[src/rtl/div8_pkg.sv]
// Shared types and constants for the sequential restoring divider.
package div8_pkg;

    localparam int DIV_W = 8;
    localparam int CNT_W = 3;

    // Quotient reported when the divisor is zero.
    localparam logic [DIV_W-1:0] Q_DBZ = '1;

    typedef enum logic [1:0] {
        IDLE = 2'd0,
        CALC = 2'd1,
        DONE = 2'd2
    } state_t;

endpackage

[src/rtl/div8_seq_sub9.sv]
// Combinational (N)-bit subtractor a + ~b + 1; borrow is the inverted carry out.
module sub9 #(
    parameter int N = 9
) (
    input  logic [N-1:0] a,
    input  logic [N-1:0] b,
    output logic [N-1:0] diff,
    output logic         borrow
);

    logic carry;

    assign {carry, diff} = {1'b0, a} + {1'b0, ~b} + {{N{1'b0}}, 1'b1};
    assign borrow        = ~carry;

endmodule

[src/rtl/div8_seq.sv]
// Sequential unsigned restoring divider: one quotient bit per clock, start/done handshake.
module div8_seq
    import div8_pkg::*;
#(
    parameter int W = DIV_W
) (
    input  logic         clk,
    input  logic         rst_n,
    input  logic         start,
    input  logic [W-1:0] dividend,
    input  logic [W-1:0] divisor,
    output logic         busy,
    output logic         done,
    output logic [W-1:0] quotient,
    output logic [W-1:0] remainder,
    output logic         div_by_zero,
    output state_t       dbg_state_o
);

    // Handshake: start is sampled on a rising edge only while busy is low (IDLE or
    // DONE); a start seen while busy is dropped. done pulses for exactly one cycle
    // and the result registers hold from that cycle until the next accepted start.

    localparam logic [CNT_W-1:0] CNT_LAST = '1;

    state_t           state_q;
    logic [CNT_W-1:0] count_q;
    logic [W-1:0]     dq_q;
    logic [W-1:0]     rem_q;
    logic [W-1:0]     dvs_q;
    logic [W-1:0]     quot_q;
    logic [W-1:0]     rout_q;
    logic             dbz_q;
    logic             busy_q;
    logic             done_q;

    logic [W:0]       trial;
    logic [W:0]       diff;
    logic             borrow;
    logic [W-1:0]     rem_d;
    logic [W-1:0]     dq_d;

    assign trial = {rem_q, dq_q[W-1]};

    sub9 #(.N(W + 1)) u_sub (
        .a      (trial),
        .b      ({1'b0, dvs_q}),
        .diff   (diff),
        .borrow (borrow)
    );

    // Restore on borrow; the shifted-in quotient bit is the "no borrow" flag.
    always_comb begin
        rem_d = borrow ? trial[W-1:0] : diff[W-1:0];
        dq_d  = {dq_q[W-2:0], ~borrow};
    end

    always_ff @(posedge clk or negedge rst_n) begin
        if (!rst_n) begin
            state_q <= IDLE;
            count_q <= '0;
            dq_q    <= '0;
            rem_q   <= '0;
            dvs_q   <= '0;
            quot_q  <= '0;
            rout_q  <= '0;
            dbz_q   <= 1'b0;
            busy_q  <= 1'b0;
            done_q  <= 1'b0;
        end else begin
            done_q <= 1'b0;
            case (state_q)
                IDLE, DONE: begin
                    if (start && (divisor != '0)) begin
                        state_q <= CALC;
                        dq_q    <= dividend;
                        rem_q   <= '0;
                        dvs_q   <= divisor;
                        count_q <= '0;
                        busy_q  <= 1'b1;
                    end else if (start) begin
                        state_q <= DONE;
                        quot_q  <= Q_DBZ;
                        rout_q  <= dividend;
                        dbz_q   <= 1'b1;
                        done_q  <= 1'b1;
                    end else begin
                        state_q <= IDLE;
                    end
                end
                CALC: begin
                    dq_q    <= dq_d;
                    rem_q   <= rem_d;
                    count_q <= count_q + 1'b1;
                    if (count_q == CNT_LAST) begin
                        state_q <= DONE;
                        quot_q  <= dq_d;
                        rout_q  <= rem_d;
                        dbz_q   <= 1'b0;
                        busy_q  <= 1'b0;
                        done_q  <= 1'b1;
                    end
                end
                default: begin
                    state_q <= IDLE;
                    busy_q  <= 1'b0;
                end
            endcase
        end
    end

    assign busy        = busy_q;
    assign done        = done_q;
    assign quotient    = quot_q;
    assign remainder   = rout_q;
    assign div_by_zero = dbz_q;
    assign dbg_state_o = state_q;

endmodule

[config.mk]
export PLATFORM = sky130hd
export DESIGN_NAME = div8_seq
export DESIGN_NICKNAME = d
export VERILOG_FILES = /design/src/rtl/div8_pkg.sv /design/src/rtl/div8_seq_sub9.sv /design/src/rtl/div8_seq.sv
export SDC_FILE = /design/constraint.sdc
export NUM_CORES = 1
export LEC_CHECK = 0
export ABC_AREA = 1
export CAP_MARGIN = 0
export CORE_ASPECT_RATIO = 0.7
export CORE_MARGIN = 10
export CORE_UTILIZATION = 45
export DETAILED_ROUTE_END_ITERATION = 10
export PLACE_DENSITY = 0.67
export SLEW_MARGIN = 25
export SYNTH_ARGS = -nofsm -noshare
export SYNTH_HDL_FRONTEND = slang
export SYNTH_HIERARCHICAL = 1
export SYNTH_SLANG_ARGS = --single-unit
export TNS_END_PERCENT = 100
[constraint.sdc]
create_clock -name clk -period 3.25 [get_ports clk]
set_input_delay 0.65 -clock clk [delete_from_list [all_inputs] [get_ports clk]]
set_output_delay 0.65 -clock clk [all_outputs]
set_load 0.05 [all_outputs]
==> impl_metrics.env <==
export IMPL_status="completed"
export IMPL_fin_crit_sh_pct=67.7
export IMPL_post_place_ws_ns=1.06
export IMPL_antenna_found_initial=0
export IMPL_syn_nets=406
export IMPL_total_power_mw=3.78
export IMPL_grt_total_usage_pct=13.8
export IMPL_syn_area_sq_um=2730
export IMPL_start_util_pct=47.0
export IMPL_tritoncts="yes"
export IMPL_die_area_sq_um=9640
export IMPL_fin_ws_ns=1.05
export IMPL_grt_start_max_net_pins=49
export IMPL_netSwitchingFraction_pct=49.6
export IMPL_synth_cells=375
export IMPL_port_buffers=39
export IMPL_power_share_combinational_pct=60.8
export IMPL_cts_root_buffer="clkbuf_8"
export IMPL_hp_class="input pin to async pin"
export IMPL_pwr_share_seq_pct=27.4
export IMPL_leakage_nw=1.80
export IMPL_drive_above_1_share_pct=6.55
export IMPL_final_hold_viol_count=0
export IMPL_path_delay_family="buffers and inverters"
export IMPL_maxSlewViolCount=0
export IMPL_crit_fanout=2
export IMPL_r2r_start="dq_q[7]"
export IMPL_routed_wl_um=6380
export IMPL_internal_power_mw=1.90
export IMPL_worstSetupStartpointType="flip-flop"
export IMPL_routed_via_density=4.84
export IMPL_clock_fmax_ghz=0.454
export IMPL_cts_hold_buf=0
export IMPL_crit_slowest_cell="clkdlybuf4s50_1"
export IMPL_ioPinCount=40
export IMPL_vias=2359
export IMPL_coreArea_sq_um=5810
export IMPL_power_density_nw_per_um2=1160
export IMPL_drcViolationCount=0
export IMPL_stdcell_area_sq_um=3270
export IMPL_cts_buffers=5
export IMPL_setup_worst_path_start="dbg_state_o[1]"
export IMPL_finalSetupViolations=0
export IMPL_cts_reportedPaths_clkPinSlew_ns=0.10
export IMPL_arrival_ns=1.55
export IMPL_cts_buffer_depth=2
export IMPL_switching_power_mw=1.87
export IMPL_gp_congestion=0.842
export IMPL_crit_type="flip-flop to primary output"
export IMPL_core_rowCount=23
export IMPL_crit_path_end_kind="primary output"
export IMPL_relSlewSlack_pct=58.3
export IMPL_ant_nets=0
export IMPL_dpl_instance_area_sq_um=3160
export IMPL_cp_data_required_time_ns=2.60
export IMPL_worst_pin_slew_ns=0.626
export IMPL_slowest_delay_ns=0.83
export IMPL_area_delta_synth_final_pct=19.6
export IMPL_place_hpwl_um=4730
export IMPL_die_h_um=85.2
export IMPL_synth_area_per_cell_sq_um=7.29
export IMPL_clock_power_share_pct=11.8
export IMPL_post_cts_buffers=0
export IMPL_grt_pass1_wl_um=11100
export IMPL_rsz0062_at_grt="no"
export IMPL_grt_overflow_total=0
export IMPL_ir_drop_v=0.000592
export IMPL_num_antenna_cells=0
export IMPL_setup_tns_ns=0
export IMPL_drt_iter0_markers=141
export IMPL_wl_per_cell_um=13.1
export IMPL_fp_dieW_um=113
export IMPL_clock_latency_ns=0.31
export IMPL_fin_nets=442
export IMPL_drt_first_pass_iters=4
export IMPL_grt_pass1_vias=2268
export IMPL_htree_levels=2
export IMPL_maxCapViolations=0
export IMPL_cp_num_buf_inv=1
export IMPL_cts_sinks=48
export IMPL_cts_resized_gates=0
export IMPL_ys_warn_count=6
export IMPL_fin_crit_ns=2.20
export IMPL_finClkSkew_ns=0.0117
export IMPL_worstPathCellList="clkdlybuf4s50_1"
==> metal layers <==
metal / GRT usage (%) / wire (um)
met5: 0 / 0
met4: 2.99 / 29
met3: 3.59 / 376
met1: 19.6 / 3150
met2: 20.5 / 2830
==> area by class of cell <==
cell class,count,area [sq um]
clock buffer,5,68.8
clock inverter,3,42.5
fill,558,2540
inverter,54,203
multi-input combinational,259,1250
sequential,48,1200
tap,75,93.8
timing repair buffer,43,415
==> power by group through the flow <==
stage	Sequential (mW)	Clock, mW	Combinational (mW)
final	1.04	0.446	2.30
after global routing	1.08	0.479	2.63
after CTS	1.04	0.452	2.32
after detailed placement	1.05	0	2.30
after global placement	1.04	0	2.27
after floorplan	1.38	0	1.38
==> state kept, by name (all words and copies together), names as in the netlist <==
signal and cells:
dvs_q 8, quotient 8, remainder 8, div_by_zero 1, dbg_state_o 2, busy 1
rem_q 8, count_q 3, dq_q 8, done 1
==> placed cells by master, fill, tap and decap left out <==
| master | count |
|---|---|
| o21ai_2 | 1 |
| o21bai_1 | 1 |
| or2_4 | 1 |
| inv_1 | 52 |
| or2_1 | 1 |
| ha_1 | 11 |
| fa_1 | 1 |
| buf_2 | 1 |
| inv_2 | 2 |
| a21oi_1 | 4 |
| o21ai_1 | 3 |
| clkinvlp_4 | 1 |
| nor2_4 | 1 |
| o21ai_0 | 25 |
| clkbuf_8 | 5 |
| nand3b_1 | 1 |
| clkdlybuf4s50_1 | 38 |
| buf_4 | 4 |
| or2_2 | 3 |
| xnor2_1 | 3 |
| clkinv_2 | 1 |
| nand3_1 | 39 |
| conb_1 | 1 |
| nand2_4 | 1 |
| nand2_1 | 140 |
| or2_0 | 1 |
| bufinv_16 | 1 |
| nand2_2 | 5 |
| dfrtp_1 | 48 |
| nor2_1 | 16 |
==> stage by stage <==
stage | hold WS [ns] | instances | util (%)
2_1_floorplan | 0.354 | 375 | -
3_3_place_gp | 0.466 | 479 | 54.3
3_5_place_dp | 0.473 | 479 | 54.3
4_1_cts | 0.463 | 487 | 56.3
5_1_grt | 0.492 | 487 | 56.3
6_report | 0.436 | 487 | 56.3
==> worst paths after layout <==
check,to,cells after the start,slack (ns)
setup / recovery,dbg_state_o[1],1,1.05
hold / removal,dvs_q[2],2,0.44
setup reg to reg,remainder[4],14,1.15
hold reg to reg,dvs_q[7],2,0.49
max in group asynchronous,dq_q[5],2,2.40
min in group clk,dvs_q[7],2,0.49
Note: power is estimated with default switching activity, not from simulation.
